[config.mk]
export PLATFORM = sky130hd
export DESIGN_NAME = cfeb_data_rcvr
export DESIGN_NICKNAME = d
export VERILOG_FILES = /design/src/rtl/cfeb_data_rcvr.sv
export SDC_FILE = /design/constraint.sdc
export NUM_CORES = 1
export LEC_CHECK = 0
export ABC_CLOCK_PERIOD_IN_PS = 6250
export CAP_MARGIN = 0
export CORE_MARGIN = 3
export CORE_UTILIZATION = 40
export DETAILED_ROUTE_END_ITERATION = 7
export HOLD_SLACK_MARGIN = 0.02
export PLACE_DENSITY_LB_ADDON = 0.08
export SETUP_SLACK_MARGIN = 0.15
export SKIP_LAST_GASP = 1
export SYNTH_ARGS = -nofsm -noshare
export SYNTH_HDL_FRONTEND = slang
export SYNTH_SLANG_ARGS = --single-unit
[constraint.sdc]
create_clock -name CLK25 -period 6.25 [get_ports CLK25]
set_clock_uncertainty 0.1 [all_clocks]
set_input_delay 1.25 -clock CLK25 [delete_from_list [all_inputs] [get_ports CLK25]]
set_output_delay 1.25 -clock CLK25 [all_outputs]
set_load 0.01 [all_outputs]
[src/rtl/cfeb_data_rcvr.sv]
`default_nettype none
// ============================================================================
//  Module      : cfeb_data_rcvr
//  Description : Receiver for the CFEB readout link. Registers the strobed
//                16-bit word stream, delimits frames with ENDWORD or an idle
//                timeout, checks word count and the trailing CRC-16 (0x8005),
//                and writes {err, last, word} into a downstream FIFO.
//  Revision    : 1.0 - initial release
// ============================================================================
module cfeb_data_rcvr #(
    parameter int FRAME_WORDS = 96,
    parameter int TIMEOUT     = 255
) (
    input  logic        CLK25,
    input  logic        RST,
    input  logic [15:0] DATA,
    input  logic        LPUSH_B,
    input  logic        ENDWORD,
    input  logic        FIFO_FULL,
    output logic        FIFO_WE,
    output logic [17:0] FIFO_DATA,
    output logic        FRAME_DONE,
    output logic        CRC_ERR,
    output logic        WC_ERR,
    output logic        TMO_ERR,
    output logic        OVFL,
    output logic [11:0] FRAME_CNT,
    output logic [7:0]  ERR_CNT
);

    localparam logic [11:0] c_frame_words = 12'(FRAME_WORDS);
    localparam logic [15:0] c_timeout     = 16'(TIMEOUT);
    localparam logic [15:0] c_poly        = 16'h8005;

    typedef enum logic [0:0] {
        ST_IDLE = 1'b0,
        ST_RECV = 1'b1
    } state_t;

    state_t      r_state;
    state_t      w_state_next;

    logic [15:0] r_s1_data;
    logic        r_s1_strobe;
    logic        r_s1_end;

    logic [15:0] r_crc;
    logic [11:0] r_word_cnt;
    logic        r_drop;
    logic [15:0] r_idle_cnt;

    logic        w_data_word;
    logic        w_end_word;
    logic        w_timeout;
    logic        w_close;
    logic        w_write;
    logic        w_crc_bad;
    logic        w_wc_bad;
    logic        w_frame_err;
    logic [15:0] w_crc_next;
    logic [17:0] w_fifo_word;

    // One data word folded into the CRC, MSB first, bit-serial in one cycle.
    function automatic logic [15:0] f_crc_word(input logic [15:0] crc_in,
                                               input logic [15:0] d);
        logic [15:0] c;
        logic        fb;
        c = crc_in;
        for (int i = 15; i >= 0; i--) begin
            fb = c[15] ^ d[i];
            c  = {c[14:0], 1'b0} ^ (fb ? c_poly : 16'h0000);
        end
        return c;
    endfunction

    // Input stage: every decision below is taken on these registered copies.
    always_ff @(posedge CLK25) begin
        if (RST) begin
            r_s1_data   <= 16'h0000;
            r_s1_strobe <= 1'b0;
            r_s1_end    <= 1'b0;
        end else begin
            r_s1_data   <= DATA;
            r_s1_strobe <= ~LPUSH_B;
            r_s1_end    <= ENDWORD;
        end
    end

    // Word classification and frame-close conditions. A strobe in the cycle
    // the idle counter matures suppresses the timeout, so ENDWORD wins.
    always_comb begin
        w_data_word = r_s1_strobe & ~r_s1_end;
        w_end_word  = r_s1_strobe &  r_s1_end;
        w_timeout   = (r_state == ST_RECV) && !r_s1_strobe && (r_idle_cnt == c_timeout);
        w_close     = w_end_word | w_timeout;
        w_write     = w_data_word | w_close;
        w_crc_next  = f_crc_word(r_crc, r_s1_data);
        w_crc_bad   = (r_s1_data != r_crc);
        w_wc_bad    = (r_word_cnt != c_frame_words);
        // A closing word that is itself dropped still marks the frame bad.
        w_frame_err = w_timeout | w_crc_bad | w_wc_bad | r_drop | FIFO_FULL;
        if (w_timeout) begin
            w_fifo_word = {2'b11, 16'h0000};
        end else if (w_end_word) begin
            w_fifo_word = {w_frame_err, 1'b1, r_s1_data};
        end else begin
            w_fifo_word = {2'b00, r_s1_data};
        end
    end

    // State register.
    always_ff @(posedge CLK25) begin
        if (RST) begin
            r_state <= ST_IDLE;
        end else begin
            r_state <= w_state_next;
        end
    end

    // Next-state logic: a data word opens a frame, ENDWORD or timeout closes it.
    always_comb begin
        w_state_next = r_state;
        case (r_state)
            ST_IDLE: if (w_data_word) w_state_next = ST_RECV;
            ST_RECV: if (w_close)     w_state_next = ST_IDLE;
            default:                  w_state_next = ST_IDLE;
        endcase
    end

    // Per-frame tracking: running CRC, word count, drop flag, idle counter.
    always_ff @(posedge CLK25) begin
        if (RST) begin
            r_crc      <= 16'h0000;
            r_word_cnt <= 12'd0;
            r_drop     <= 1'b0;
            r_idle_cnt <= 16'd0;
        end else if (w_close) begin
            r_crc      <= 16'h0000;
            r_word_cnt <= 12'd0;
            r_drop     <= 1'b0;
            r_idle_cnt <= 16'd0;
        end else if (w_data_word) begin
            r_crc      <= w_crc_next;
            r_word_cnt <= (r_word_cnt == 12'hFFF) ? r_word_cnt : r_word_cnt + 12'd1;
            r_drop     <= r_drop | FIFO_FULL;
            r_idle_cnt <= 16'd0;
        end else if (r_state == ST_RECV) begin
            r_idle_cnt <= r_idle_cnt + 16'd1;
        end
    end

    // Registered FIFO write port and frame status/statistics.
    always_ff @(posedge CLK25) begin
        if (RST) begin
            FIFO_WE    <= 1'b0;
            FIFO_DATA  <= 18'h00000;
            FRAME_DONE <= 1'b0;
            CRC_ERR    <= 1'b0;
            WC_ERR     <= 1'b0;
            TMO_ERR    <= 1'b0;
            OVFL       <= 1'b0;
            FRAME_CNT  <= 12'd0;
            ERR_CNT    <= 8'd0;
        end else begin
            FIFO_WE    <= 1'b0;
            FRAME_DONE <= 1'b0;
            if (w_write) begin
                FIFO_DATA <= w_fifo_word;
                if (FIFO_FULL) begin
                    OVFL <= 1'b1;
                end else begin
                    FIFO_WE <= 1'b1;
                end
            end
            if (w_close) begin
                FRAME_DONE <= 1'b1;
                FRAME_CNT  <= FRAME_CNT + 12'd1;
                CRC_ERR    <= w_end_word & w_crc_bad;
                WC_ERR     <= w_timeout | w_wc_bad;
                TMO_ERR    <= w_timeout;
                if (w_frame_err && (ERR_CNT != 8'hFF)) begin
                    ERR_CNT <= ERR_CNT + 8'd1;
                end
            end
        end
    end

endmodule
`default_nettype wire

==> flow_summary.json <==
{
  "outcome": "complete, no violations",
  "grt_use_total": 0.159,
  "worstHoldStart": "FIFO_DATA[16]",
  "grt_pass1_vias": 3228,
  "cts.path.max_buffers": 2,
  "cts_tree": "done",
  "timing.fmax_mhz": 349,
  "critPathTopFamily": "simple AND/OR/NAND/NOR gates",
  "drt_iter0_drc": 112,
  "ys_top_cells_by_area": "dfxtp_1, xnor2_1, nor2_1, xor2_1, xnor2_2",
  "final_nets": 546,
  "cts_resized": 0,
  "synth_async_sr_flop_share": 0,
  "synthCells": 459,
  "hold-path-cell-count": 1,
  "coreArea_sq_um": 10900,
  "final_cell_mix": "dfxtp_1, nor2_1, clkdlybuf4s50_1",
  "synth_largest_area_cell": "dfxtp_1",
  "syn_area_per_cell_sq_um": 9.78,
  "die_h_um": 112,
  "yosysWarnings": 0,
  "path_max_fanout": 52,
  "die_x_um": 112,
  "setup_viol": 0,
  "area_growth_pct": 21.2,
  "cts.sinks": 108,
  "totalNegativeSetupSlack_ps": 0,
  "grt_pass1_wl_um": 16000,
  "routed_wl_um": 9330,
  "slew_viol_final": 0,
  "yosysUniqueCellTypes": 43,
  "arrival_ps": 2990,
  "rsz0062_at_grt": "false",
  "finalPower_mw": 1.44,
  "hold_viol_final": 0,
  "p_per_area_nw_per_um2": 264,
  "cp_num_buf_inv": 1,
  "worstMarginPinSlew_ps": 1060,
  "drcViolationCount": 0,
  "layout-drive-gt1-share": 0.0686,
  "hpwl_um": 6550,
  "hold_path_class": "flip-flop to flip-flop",
  "period_share": 0.458,
  "holdPathEnd": "FIFO_DATA[16]",
  "rows": 38,
  "p_leak_nw": 1.94,
  "r2r-start": "r_idle_cnt[0]",
  "path_clk_slew_ps": 100,
  "cts_made_buffers": 9,
  "initial_utilization": 0.412,
  "r2r_slack_ps": 3620,
  "yosysSeqAreaShare": 0.481,
  "cp_data_required_time_ps": 6380,
  "gp_congestion": 0.729,
  "p_int_mw": 1.05,
  "ant_nets": 0,
  "fp.dieArea_sq_um": 12500,
  "first_pass_iters": 4,
  "boundaryPins": 65,
  "pwr-share-comb": 0.199,
  "swShare": 0.267,
  "power.share.clock": 0.293,
  "setup_ws_ps": 3390,
  "reg2reg_to": "r_word_cnt[9]",
  "wire_per_inst_um": 14.0,
  "reg2reg_depth": 6,
  "synth_enable_flop_cells": 0,
  "crit_type": "input pin to flip-flop",
  "slowest_delay_ps": 910,
  "drv_cap": 0,
  "portBuffers": 64,
  "final_common_cell": "dfxtp_1",
  "clk-insertion-delay-late_ps": 380,
  "netlist_area_sq_um": 4490,
  "routed_via_density": 4.98,
  "via_count": 3311,
  "layout_min_cycle_time_ps": 2860,
  "place_ws_ps": 2920,
  "p_seq_frac": 0.509,
  "crit_chain": "buf_2 -> or2_1 -> nor2_1",
  "slew_headroom": 0.291,
  "grt_max_degree": 53,
  "htree_levels": 3,
  "critPathLaunchType": "input pin",
  "synth_fp_nets": 485,
  "root_buffer": "clkbuf_8",
  "antenna-diode-count": 0,
  "synth_top_area_frac": 0.481,
  "yosys_most_used_dff": "dfxtp_1",
  "worstSetupEndpointType": "flip-flop",
  "crit_slowest_cell": "or2_1",
  "cts_setup_buffers": 0,
  "synth-seq-cells": 108,
  "p_sw_uw": 384,
  "hold_buffers": 0,
  "gr-total-overflow": 0,
  "antenna_found_initial": 0,
  "ir_drop_mv": 0.118
}
-- layer usage --
layer  vias to the layer above  GRT usage  wire (um)
met5                         -          0          0
met4                         0     0.0697        188
met3                        15     0.0424        403
met2                        56      0.240       4160
met1                      1547      0.213       4580
li1                       1693          -          -
-- power by group through the flow --
stage	registers, mW	clock network [mW]	logic (mW)
floorplan	0.745	0	0.230
global placement	0.747	0	0.287
detailed placement	0.748	0	0.290
CTS	0.732	0.438	0.293
global route	0.736	0.470	0.313
finish	0.731	0.421	0.286
-- synth_stat cells, types with 3 or more instances --
master    count
nand2b_1      3
ha_1          5
or2_1         3
a31oi_1       4
nand3_1      10
xor2_1       21
o21ai_0       7
a22o_1       16
a211oi_1     16
and4_1        3
nand2_1      29
inv_1         5
clkbuf_1     14
dfxtp_1     108
nor2b_1      18
nor2_1       68
and3_1        8
or3_1         7
xnor2_2      10
xnor2_1      42
nor3_1        5
nand4_1      13
a21oi_1      18
mux2i_1       3
-- worst reg2reg max path: stages, from the launching register on --
cell and delay, ps:
dfxtp_1 380, ha_1 210, and4b_1 200, nand4_1 150
o21ai_1 440, or2_1 880, nor2_1 120
-- kinds of logic (layout without fill, tap and decap cells) --
logic type | after synthesis | count (layout) | share of synthesized area
compound gates | 71 | 71 | 0.111
xor+xnor | 76 | 76 | 0.176
fa+ha+maj | 5 | 5 | 0.0139
buf+inv | 22 | 88 | 0.0226
flops | 108 | 108 | 0.481
mux | 3 | 3 | 0.00669
simple gates | 174 | 174 | 0.188
-- state kept, by name (all words and copies together) (netlist names), 8 cells and up --
signal	count
r_idle_cnt	16
FIFO_DATA	18
r_s1_data	16
r_word_cnt	12
ERR_CNT	8
FRAME_CNT	12
r_crc	16
-- final cells by class --
type                    instances  area, sq um
repair buffers                 67          658
flip-flops and latches        108         2160
clock inverters                 3         18.8
multi-input cells             329         2230
clock buffers                  13          179
inverters                       5         18.8
well taps                     140          175
fillers                      1048         5450
-- how the worst max path moves through the flow --
stage               from             to  slack [ps]  cells past startpoint
2_1_floorplan  FIFO_FULL     ERR_CNT[6]        3820                      5
5_1_grt              RST  r_word_cnt[3]        3150                      3
6_report             RST  r_word_cnt[9]        3390                      3
4_1_cts              RST         r_drop        3340                      3
3_3_place_gp         RST  r_word_cnt[0]        2950                      3
3_5_place_dp         RST         r_drop        2920                      3
-- metrics by stage --
stage,utilization,instance area [sq um],std cells,hold WS [ps]
2_1_floorplan,-,4490,459,338
3_3_place_gp,0.482,5240,649,348
3_5_place_dp,0.482,5240,649,358
4_1_cts,0.500,5440,665,392
5_1_grt,0.500,5440,665,405
6_report,0.500,5440,665,384
Power figures use the tool's default switching activity.
